===== config.mk =====
export PLATFORM = sky130hd
export DESIGN_NAME = tg_stream_gen
export DESIGN_NICKNAME = d
export VERILOG_FILES = /design/src/rtl/tg_pkg.sv /design/src/rtl/tg_channel.sv /design/src/rtl/tg_stream_gen.sv
export SDC_FILE = /design/constraint.sdc
export NUM_CORES = 1
export LEC_CHECK = 0
export CAP_MARGIN = 40
export CORE_MARGIN = 2
export CORE_UTILIZATION = 58
export CTS_CLUSTER_DIAMETER = 120
export DETAILED_ROUTE_END_ITERATION = 16
export PLACE_DENSITY = 0.83
export SLEW_MARGIN = 20
export SYNTH_ARGS = -nofsm -noshare
export SYNTH_HDL_FRONTEND = slang
export SYNTH_SLANG_ARGS = --single-unit

===== constraint.sdc =====
create_clock -name aclk -period 5.4 [get_ports aclk]
set_clock_uncertainty 0.15 [all_clocks]
set_input_delay 0.81 -clock aclk [delete_from_list [all_inputs] [get_ports aclk]]
set_output_delay 0.81 -clock aclk [all_outputs]
set_load 0.05 [all_outputs]

===== src/rtl/tg_pkg.sv =====
// rtl/tg_pkg.sv - Shared mode encodings, FSM state type and LFSR tap table for tg_stream_gen
package tg_pkg;

  localparam logic [1:0] TG_MODE_RAMP  = 2'd0;
  localparam logic [1:0] TG_MODE_LFSR  = 2'd1;
  localparam logic [1:0] TG_MODE_CONST = 2'd2;

  typedef enum logic {TG_IDLE = 1'b0, TG_SEND = 1'b1} tg_state_e;

  // Right-shifting Galois feedback masks; the MSB of each mask is set so a non-zero state never reaches zero.
  function automatic logic [31:0] tg_lfsr_taps(input int width);
    case (width)
      2:  return 32'h0000_0003;
      3:  return 32'h0000_0006;
      4:  return 32'h0000_000C;
      5:  return 32'h0000_0014;
      6:  return 32'h0000_0030;
      7:  return 32'h0000_0060;
      8:  return 32'h0000_00B8;
      9:  return 32'h0000_0110;
      10: return 32'h0000_0240;
      11: return 32'h0000_0500;
      12: return 32'h0000_0829;
      13: return 32'h0000_100D;
      14: return 32'h0000_2015;
      15: return 32'h0000_6000;
      16: return 32'h0000_D008;
      17: return 32'h0001_2000;
      18: return 32'h0002_0400;
      19: return 32'h0004_0023;
      20: return 32'h0009_0000;
      21: return 32'h0014_0000;
      22: return 32'h0030_0000;
      23: return 32'h0042_0000;
      24: return 32'h00E1_0000;
      25: return 32'h0120_0000;
      26: return 32'h0200_0023;
      27: return 32'h0400_0013;
      28: return 32'h0900_0000;
      29: return 32'h1400_0000;
      30: return 32'h2000_0029;
      31: return 32'h4800_0000;
      32: return 32'h8020_0003;
      default: return 32'h0000_0003;
    endcase
  endfunction

endpackage


===== src/rtl/tg_channel.sv =====
// rtl/tg_channel.sv - One traffic channel: packet FSM, word counter, payload generator, packet counter (LFSR gated by TG_LFSR_EN)
module tg_channel
  import tg_pkg::*;
#(
  parameter int                 DATA_W    = 14,
  parameter int                 LEN_W     = 16,
  parameter int                 CH_IDX    = 0,
  parameter logic [DATA_W-1:0]  CONST_VAL = '0
) (
  input  logic              aclk,
  input  logic              reset,
  input  logic              extenable,
  input  logic [1:0]        mode,
  input  logic [LEN_W-1:0]  pkt_len,
  output logic              tvalid,
  output logic [DATA_W-1:0] tdata,
  output logic              tlast,
  input  logic              tready,
  output logic [15:0]       pkt_count
);

  localparam logic [DATA_W-1:0] RAMP_INIT = DATA_W'(CH_IDX);

  tg_state_e         state_q, state_nxt;
  logic [1:0]        mode_q, mode_nxt, mode_in_eff;
  logic [LEN_W-1:0]  len_q, len_nxt, cnt_q, cnt_nxt;
  logic [DATA_W-1:0] ramp_q, ramp_nxt, tdata_d;
  logic              xfer, start, tvalid_d, tlast_d;

`ifdef TG_LFSR_EN
  localparam logic [31:0]       TAPS      = tg_lfsr_taps(DATA_W);
  localparam logic [DATA_W-1:0] LFSR_SEED = (DATA_W'(CH_IDX + 1) == '0) ? DATA_W'(1) : DATA_W'(CH_IDX + 1);
  logic [DATA_W-1:0] lfsr_q, lfsr_nxt;
`endif

  always_ff @(posedge aclk) begin
    if (reset) begin
      state_q   <= TG_IDLE;
      mode_q    <= TG_MODE_RAMP;
      len_q     <= LEN_W'(1);
      cnt_q     <= '0;
      ramp_q    <= RAMP_INIT;
      tvalid    <= 1'b0;
      tdata     <= '0;
      tlast     <= 1'b0;
      pkt_count <= '0;
`ifdef TG_LFSR_EN
      lfsr_q    <= LFSR_SEED;
`endif
    end else begin
      state_q   <= state_nxt;
      mode_q    <= mode_nxt;
      len_q     <= len_nxt;
      cnt_q     <= cnt_nxt;
      ramp_q    <= ramp_nxt;
      tvalid    <= tvalid_d;
      tdata     <= tdata_d;
      tlast     <= tlast_d;
      if (xfer && tlast)
        pkt_count <= pkt_count + 16'd1;
`ifdef TG_LFSR_EN
      lfsr_q    <= lfsr_nxt;
`endif
    end
  end

  always_comb begin
    state_nxt = state_q;
    case (state_q)
      TG_IDLE: if (extenable) state_nxt = TG_SEND;
      TG_SEND: if (xfer && tlast && !extenable) state_nxt = TG_IDLE;
      default: state_nxt = TG_IDLE;
    endcase
  end

  // Outputs are registered, so everything below computes the value the next cycle presents.
  always_comb begin
    xfer = tvalid & tready;
    start = extenable && ((state_q == TG_IDLE) || (xfer && tlast));
`ifdef TG_LFSR_EN
    mode_in_eff = (mode == TG_MODE_LFSR || mode == TG_MODE_CONST) ? mode : TG_MODE_RAMP;
`else
    mode_in_eff = (mode == TG_MODE_CONST) ? TG_MODE_CONST : TG_MODE_RAMP;
`endif
    mode_nxt = start ? mode_in_eff : mode_q;
    len_nxt  = start ? ((pkt_len == '0) ? LEN_W'(1) : pkt_len) : len_q;
    cnt_nxt  = start ? '0 : (xfer ? cnt_q + LEN_W'(1) : cnt_q);
    ramp_nxt = (xfer && mode_q == TG_MODE_RAMP) ? ramp_q + DATA_W'(1) : ramp_q;
`ifdef TG_LFSR_EN
    lfsr_nxt = lfsr_q;
    if (xfer && mode_q == TG_MODE_LFSR)
      lfsr_nxt = (lfsr_q >> 1) ^ (lfsr_q[0] ? TAPS[DATA_W-1:0] : '0);
`endif
    tvalid_d = (state_nxt == TG_SEND);
    tlast_d  = tvalid_d && (cnt_nxt == len_nxt - LEN_W'(1));
    tdata_d  = '0;
    if (tvalid_d) begin
      case (mode_nxt)
        TG_MODE_CONST: tdata_d = CONST_VAL;
`ifdef TG_LFSR_EN
        TG_MODE_LFSR:  tdata_d = lfsr_nxt;
`endif
        default:       tdata_d = ramp_nxt;
      endcase
    end
  end

endmodule


===== src/rtl/tg_stream_gen.sv =====
// rtl/tg_stream_gen.sv - Multi-channel AXI-Stream traffic generator top (LFSR payload enabled by TG_LFSR_EN)
module tg_stream_gen
  import tg_pkg::*;
#(
  parameter int                CHANNELS  = 8,
  parameter int                DATA_W    = 14,
  parameter int                LEN_W     = 16,
  parameter logic [DATA_W-1:0] CONST_VAL = '0
) (
  input  logic                       aclk,
  input  logic                       reset,
  input  logic                       extenable,
  input  logic [1:0]                 mode,
  input  logic [LEN_W-1:0]           pkt_len,
  output logic [CHANNELS-1:0]        M_AXIS_TVALID,
  output logic [CHANNELS*DATA_W-1:0] M_AXIS_TDATA,
  output logic [CHANNELS-1:0]        M_AXIS_TLAST,
  input  logic [CHANNELS-1:0]        M_AXIS_TREADY,
  output logic [CHANNELS*16-1:0]     pkt_count
);

  for (genvar i = 0; i < CHANNELS; i++) begin : g_ch
    tg_channel #(
      .DATA_W    (DATA_W),
      .LEN_W     (LEN_W),
      .CH_IDX    (i),
      .CONST_VAL (CONST_VAL)
    ) u_ch (
      .aclk      (aclk),
      .reset     (reset),
      .extenable (extenable),
      .mode      (mode),
      .pkt_len   (pkt_len),
      .tvalid    (M_AXIS_TVALID[i]),
      .tdata     (M_AXIS_TDATA[i*DATA_W +: DATA_W]),
      .tlast     (M_AXIS_TLAST[i]),
      .tready    (M_AXIS_TREADY[i]),
      .pkt_count (pkt_count[i*16 +: 16])
    );
  end

endmodule


==> flow_results.org, run 1 <==
** Global routing
- Met1 track demand over resource in global routing :: a little under two fifths
- Global routing used 5.75% of the available met3 tracks.
- GRT Max-Usage Layer :: met2
- For this run, global-route usage on met2 was measured as a little under half.
- Final global-route overflow total :: 0
- Antenna violations before repair :: 0
- In the global route stage, overall resource usage came out at approximately 29%.
- First-pass GRT wire length :: about 130000 µm
- Largest net degree at the start of global routing :: 91
- Vias in the first global route :: between 20000 and 30000

** Final layout
- Final instance area :: roughly 0.036 mm²
- For this run, the number of standard cells in the final layout without fillers is around 4600.
- The net count of the finished layout is roughly 4000.
- Layout-stage area growth over the synthesis result :: 19.0%
- Post-layout utilization of the core :: between 70% and 80%
- In the final layout, the share of cells above drive strength 1 is under 10%.

** Clock tree
- Hold Buf Count CTS :: 0
- The clock drives 640 sinks.
- The number of gates resized after CTS was 0.
- CTS built an H-tree with a depth of 3.
- CTS root buf :: clkbuf_16
- Clock transition at path regs :: around 0.06 ns
- Clk Latency, worst-skew pair :: 0.61 ns
- Longest Clk Path Bufs :: 3
- The number of setup buffers added after CTS is 0.
- TritonCTS built the clock tree.
- Clock tree synthesis inserted a total of 67 buffers.

** Synthesis
- Nets in the synthesized netlist :: approximately 3700
- Of all flip-flops after synthesis, the portion carrying an async set or reset was 0%.
- After synthesis the cells add up to between 0.03 and 0.04 mm².
- Yosys attributes the largest share of cell area to dfxtp_1 42%, nor2_1 8.0%, xnor2_1 7.9%.
- During synthesis, Yosys emitted a total of 0 warnings.
- EDFF count, synth :: 0
- In this run the biggest area consumer among cell types represents between 40 and 50% of the synthesized area.
- Top flip-flop cell by instance count after synthesis :: dfxtp_1
- The number of different library cells used by synthesis comes to 80.
- In the synthesized netlist, the number of instances is roughly 3700.
- Each instance of the synthesized netlist takes up on average 8.28 µm².
- Sequential cells were found to cover 42.2% of the synthesized design area.
- Top cell type by total area after synthesis :: dfxtp_1
- After synthesis, the most frequently instantiated cells are 643 x nor2_1, 640 x dfxtp_1, 422 x nand2_1.
- Most instantiated library cell after synthesis :: nor2_1
- Number of synthesized register bits :: 640

** Min path
- Hold Path Origin :: g_ch[7].u_ch.mode_q[0]
- Counting instances, the worst hold path has a depth of 2.
- The worst hold path belongs to the class reg2reg.

** Timing
- RSZ-0062 raised after global routing :: no
- Final hold vios :: 0
- Worst slack on hold paths :: between 0.2 and 0.3 ns
- After routing, the total negative slack on setup checks comes to 0 ns.
- Setup WS post-layout :: about 0.9 ns
- Worst slew margin relative to its limit :: a little over a third
- Post-layout minimum cycle time :: 4.50 ns
- For the pin with the worst max-slew slack, the measured transition is between 0.9 and 1 ns.
- In the finished design, the share of the clock period the worst path needs comes to between 80% and 90%.
- The final-report max-slew violation count is 0.
- Setup violations remaining at the end of the flow were counted as 0.
- Max Fclk :: roughly 220 MHz

** Placed design
- OpenSTA, run right after detailed placement, puts the worst setup slack at between 0.4 and 0.5 ns.
- I/O Buffers :: 284
- Detailed placement ended at an HPWL of ~54000 µm.
- GPL Wtd Cong :: between 0.9 and 1
- Instance area at placement :: approximately 0.034 mm²
- Cell count after placement :: ~4500

** Critical path
- STA classifies the critical path endpoint as a flop.
- Count of buffer and inverter cells on the critical path :: 1
- In this run the worst path has a maximum fanout of 10.
- STA classifies the critical path startpoint as an input port.
- Setup crit start :: pkt_len[9]
- The largest single stage delay on the critical path is 0.63 ns.
- Among the stages of the critical path, the cell type that occurs most often is nor2_1.
- Family with the most delay on the worst path :: compound AO/OA/AOI/OAI gates
- Counting cells, the worst reg-to-reg path comes to 12.
- Crit Path Class :: in2reg
- Req. time, crit path :: slightly below 6 ns
- Critical path, cell by cell :: clkdlybuf4s50_1 -> or4_4 -> nor4_4 -> nor2_4 -> nor2_1 -> a21oi_1 -> ha_1 -> or3b_2 -> a2111oi_0 -> o22a_1 -> nor2_1 -> o21ai_0 -> o211ai_1 -> a211oi_1 -> o2111a_1
- Total number of cells along the worst setup path :: 15
- Slowest cell on crit path :: clkdlybuf4s50_1
- Signal arrival time at the worst endpoint :: about 5 ns
- The worst register-to-register path begins at g_ch[5].u_ch.tvalid.

** Power
- Across the VDD grid, the largest voltage drop is roughly 0.00029 V.
- Ratio of total power to cell area :: 300 mW/mm²
- Portion of total power attributed to combinational logic :: 10.6%
- Clock power share :: a little over two fifths
- NetSw :: 2.73 mW
- The design draws roughly 11 mW.
- Internal power component :: between 8 and 9 mW
- Fraction of power spent switching nets :: 25.2%
- Part of the power in registers :: 45.3%
- For this design the static power due to leakage is around 13 nW.

** Die
- The die is approximately 230 µm wide.
- Initial Util :: between 50% and 60%
- Die footprint :: approximately 0.054 mm²
- Height of the die :: ~230 µm
- Standard-cell rows :: 83
- between 200 and 300 I/O pins were placed.
- Placeable Area :: about 0.052 mm²

** Detailed routing
- WL/cell :: ~17 µm
- Routed via count :: 26700
- The pre-antenna-repair detailed-routing pass consisted of 6 iterations.
- The detail route stage leaves a number of antenna-violating nets equal to 0.
- Iteration-0 DRC Markers :: ~2100
- Routed via count divided by cell count :: ~5.8
- The routed design has 78800 µm of wire.
- Post-route DRC :: 0

** Run
- Max cap viols :: 0

** Outcome
- The run finished with clean final reports.
power groups by stage:
stage / logic [mW] / clock network, mW / registers (mW)
floorplan: 0.785 / 0 / 5.03
detailed placement: 1.12 / 0 / 5.01
CTS: 1.13 / 4.83 / 4.90
global route: 1.25 / 5.02 / 4.92
finish: 1.15 / 4.77 / 4.91
global placement: 1.10 / 0 / 5.01
state kept, by name (all words and copies together), names as in the netlist:
| name | cells |
|---|---|
| g_ch.u_ch.pkt_count | 128 |
| g_ch.u_ch.tdata | 112 |
| g_ch.u_ch.mode_q | 16 |
| g_ch.u_ch.tlast | 8 |
| g_ch.u_ch.len_q | 128 |
| g_ch.u_ch.ramp_q | 112 |
| g_ch.u_ch.cnt_q | 128 |
| g_ch.u_ch.tvalid | 8 |
final timing paths:
path	end	slack [ns]
setup reg to reg	g_ch[5].u_ch.tlast	1.44
hold reg to reg	g_ch[7].u_ch.mode_q[0]	0.29
setup / recovery	g_ch[5].u_ch.tlast	0.90
hold / removal	g_ch[7].u_ch.mode_q[0]	0.29
worst register-to-register path: cells and delay by family (launching register included):
kind	cells	cell delay [ns]
fa+ha+maj	1	0.26
flops	1	0.51
compound gates	7	1.91
simple gates	3	0.78
mux	1	0.28
cells by family (layout without fill, tap and decap cells):
logic type / after synthesis / in the layout / share of synthesized area (%)
simple gates: 1716 / 1716 / 26.3
flops: 640 / 640 / 42.2
xor+xnor: 526 / 526 / 15.8
compound gates: 453 / 453 / 9.16
buf+inv: 233 / 515 / 3.14
mux: 63 / 63 / 2.09
fa+ha+maj: 32 / 32 / 1.32
other cells: 0 / 1 / 0
cell type report:
class	count	area, µm²
Multi-Input combinational cell	2790	16600
Fill cell	4103	15400
Sequential cell	640	12800
Timing Repair Buffer	355	3380
Clock buffer	98	2030
Tap cell	680	851
Clock inverter	21	275
Inverter	41	154
Antenna cell	1	2.50
routing by layer:
metal / vias up / routed length (µm)
li1: 12900 / -
met2: 1066 / 36000
met4: 0 / 3080
met5: - / 0
met3: 225 / 6430
met1: 12500 / 33300
layout by cell type, fill, tap and decap left out, types with 70 or more instances in the layout:
cell type,netlist,routed
clkbuf_16,0,70
nor2_1,643,636
xnor2_1,274,274
nor3_1,103,103
nand2_1,422,422
dfxtp_1,640,640
clkdlybuf4s50_1,0,283
a21oi_1,189,189
xor2_1,239,239
and3_1,75,75
nand3_1,144,144
o21ai_0,100,100
nand4_1,71,71
No activity file was read; power rests on OpenSTA's default activity.
==> run 2: changes to the inputs <==
clock period = 4.7 ns   (was 5.4 ns; I/O delays follow)
==> flow_results.org, run 2 (synthesized netlist as in run 1, its figures left out) <==
** Detailed routing
- WL/cell :: between 15 and 20 µm
- Routed via count divided by cell count :: 5.74
- The first detailed-routing pass ran for 9 iterations.
- Post-route DRC :: 0
- Routed via count :: between 20000 and 30000
- Iteration-0 DRC Markers :: between 2000 and 2500
- Total routed wirelength :: between 80000 and 90000 µm
- Antenna viol nets, final :: 0

** Critical path
- The largest individual stage delay along the critical path comes from the cell clkdlybuf4s50_1.
- CP Capture Type :: flop
- Req. time, crit path :: between 5 and 6 ns
- Worst reg2reg path startpoint :: g_ch[5].u_ch.tvalid
- Largest fanout on the critical path :: 7
- Worst-case reg-to-reg path depth :: 11
- The largest single stage delay on the critical path is ~0.64 ns.
- Count of buffer and inverter cells on the critical path :: 1
- The worst setup path is launched from an input port.
- In this design, the largest share of critical-path delay is due to simple AND/OR/NAND/NOR gates.
- Signal arrival time at the worst endpoint :: 4.49 ns
- Setup slack on the worst reg-to-reg path comes out at ~0.81 ns.
- The worst setup path is of the in2reg kind.
- The worst register-to-register path ends at g_ch[5].u_ch.tlast.
- Critical path, cell by cell :: clkdlybuf4s50_1 -> or4_4 -> nor4_4 -> nor2_4 -> nor2_1 -> a21oi_1 -> ha_1 -> or3b_2 -> a2111oi_0 -> o22a_1 -> nand3_1 -> or3_1 -> a211oi_1 -> o2111a_1

** Power
- Sequential cells account for between 40% and 50% of the total power.
- Combinational logic burns roughly 11% of the power.
- VDD sags by at most 0.000281 V.
- Clock power share :: a little over two fifths
- Ratio of total power to cell area :: between 300 and 400 mW/mm²
- Leakage power of the design :: roughly 13 nW
- The internal power of the cells totals around 9.3 mW.
- Net switching is 25.8% of the power.
- For this design the total switching power over the nets is between 3 and 4 mW.

** Timing
- The clock period could shrink to 4.08 ns.
- The final critical path takes up 86.7% of the cycle.
- Measured against its own limit, the worst slew margin works out to 44.6%.
- For the pin with the worst max-slew slack, the measured transition is about 0.82 ns.
- The final-report max-slew violation count was 0.
- For this run, the top clock speed supported by timing is 245 MHz.
- Final setup vio count :: 0
- Setup repair after global routing left no endpoint under its margin.
- Adding up every negative setup slack in the final design gives 0 ns.
- Final hold vios :: 0

** Global routing
- Entering global routing, the biggest net connects 99 pins.
- The first global-routing pass estimated between 100000 and 150000 µm of wire.
- Summed over all layers, the global routing overflow is 0.
- In the global route stage, overall resource usage came out at between 20% and 30%.
- The via count of the first global-routing pass is 25100.
- The number of antenna violations at the first check in global routing is 2.

** Clock tree
- The longest clock path from root to sink contains 3 buffers.
- CTS tree :: yes
- Once the clock tree was built, the setup fixing pass inserted 0 buffers.
- The number of clock buffers added by TritonCTS is 68.
- For the worst-skew pair, the clock arrives at the later sink with an insertion delay of ~0.62 ns.
- After clock tree synthesis, the clock-pin slew on the worst setup and hold paths is approximately 0.060 ns.
- Hold Buf Count CTS :: 0
- The tree built by TritonCTS fans out to 640 sinks.
- The root buffer cell chosen for the clock tree is clkbuf_16.
- Post-CTS repair changed the size of 0 cells.
- H-tree level count :: 3

** Die
- Initial Util :: around 59%
- Horizontal die dimension :: 233 µm
- After floorplanning, the core was divided into between 80 and 90 placement rows.
- Die footprint :: ~0.054 mm²
- Height of the die :: 233 µm
- During I/O placement, the number of pins put on the boundary was between 200 and 300.
- After floorplanning, the core was sized to cover ~0.05 mm².

** Placed design
- Detailed placement ended at an HPWL of 55300 µm.
- Routability-driven placement finished with a final weighted congestion of between 0.9 and 1.
- I/O Buffers :: about 280
- Cell count after placement :: around 4500

** Min path
- The worst hold path terminates at g_ch[6].u_ch.mode_q[0].
- Hold Crit Class :: reg2reg
- The worst hold path was traced through 2 stages.
- Hold Path Origin :: g_ch[6].u_ch.mode_q[0]

** Run
- Across the run, the number of max-cap violations was 0.

** Final layout
- The final layout contains 3973 nets.
- Antenna fix cells :: 0
- Most used cells in the layout excluding fill and tap cells :: 640 x dfxtp_1, 636 x nor2_1, 422 x nand2_1
- For this run, the number of standard cells in the final layout without fillers is between 4000 and 5000.
- Layout-stage area growth over the synthesis result :: 19.5%
- Most common cell after layout, fill and taps aside :: dfxtp_1
- Fraction of layout cells with a size suffix above 1 :: between 6 and 7%
- After filler insertion, the fill cell instance count of the layout stands at 4009.
- In the final layout, the registers with the most flip-flops are g_ch.u_ch.cnt_q: 128 flops, g_ch.u_ch.len_q: 128 flops, g_ch.u_ch.pkt_count: 128 flops.

** Outcome
- Status :: finished clean
-- run 2: layout make-up --
type | count | area [µm²] | area share, %
Inverter | 41 | 154 | 0.424
Sequential cell | 640 | 12800 | 35.3
Timing Repair Buffer | 371 | 3550 | 9.79
Multi-Input combinational cell | 2790 | 16600 | 45.8
Clock buffer | 88 | 1910 | 5.27
Tap cell | 680 | 851 | 2.35
Clock inverter | 36 | 383 | 1.06
-- run 2: power by group through the flow --
stage                     sequential [mW]  combinational (mW)  clock, mW
after floorplan                      5.78               0.902          0
after global placement               5.75                1.29          0
after detailed placement             5.75                1.31          0
after CTS                            5.63                1.32       5.58
after global routing                 5.65                1.45       5.82
final                                5.64                1.34       5.49
-- run 2: worst max path at each step --
stage,start,endpoint,slack (ns),depth (start not counted)
detailed placement,pkt_len[10],g_ch[5].u_ch.tlast,0.12,14
global placement,pkt_len[15],g_ch[3].u_ch.tlast,0.18,16
floorplan,pkt_len[11],g_ch[6].u_ch.tlast,0.41,17
global route,pkt_len[13],g_ch[5].u_ch.tlast,0.42,14
finish,pkt_len[10],g_ch[5].u_ch.tlast,0.62,14
CTS,pkt_len[10],g_ch[5].u_ch.tlast,0.75,14
-- run 2: through the flow --
step | instance area [µm²] | worst slack (ns) | power, mW | hold WS (ns) | util [%]
after global routing | 36300 | 0.421 | 12.9 | 0.318 | 70.4
after detailed placement | 34000 | 0.115 | 7.06 | 0.285 | 65.9
final | 36300 | 0.623 | 12.5 | 0.295 | 70.4
after global placement | 33900 | 0.179 | 7.04 | 0.280 | 65.8
after CTS | 36300 | 0.747 | 12.5 | 0.294 | 70.4
after floorplan | 30300 | 0.412 | 6.68 | 0.272 | -
-- run 2: tightest hold or removal path: cells and delay by family, from the launching register on --
kind,cells,cell delay (ns)
buffers and inverters,1,0.05
AND/OR/NAND/NOR,1,0.03
flip-flops,1,0.32
-- run 2: per-layer routing --
layer  wire length, µm  global-route usage [%]
met1             34000                    38.2
met4              3220                    12.8
met3              6800                    5.80
met2             36000                    46.5
met5                21                       0
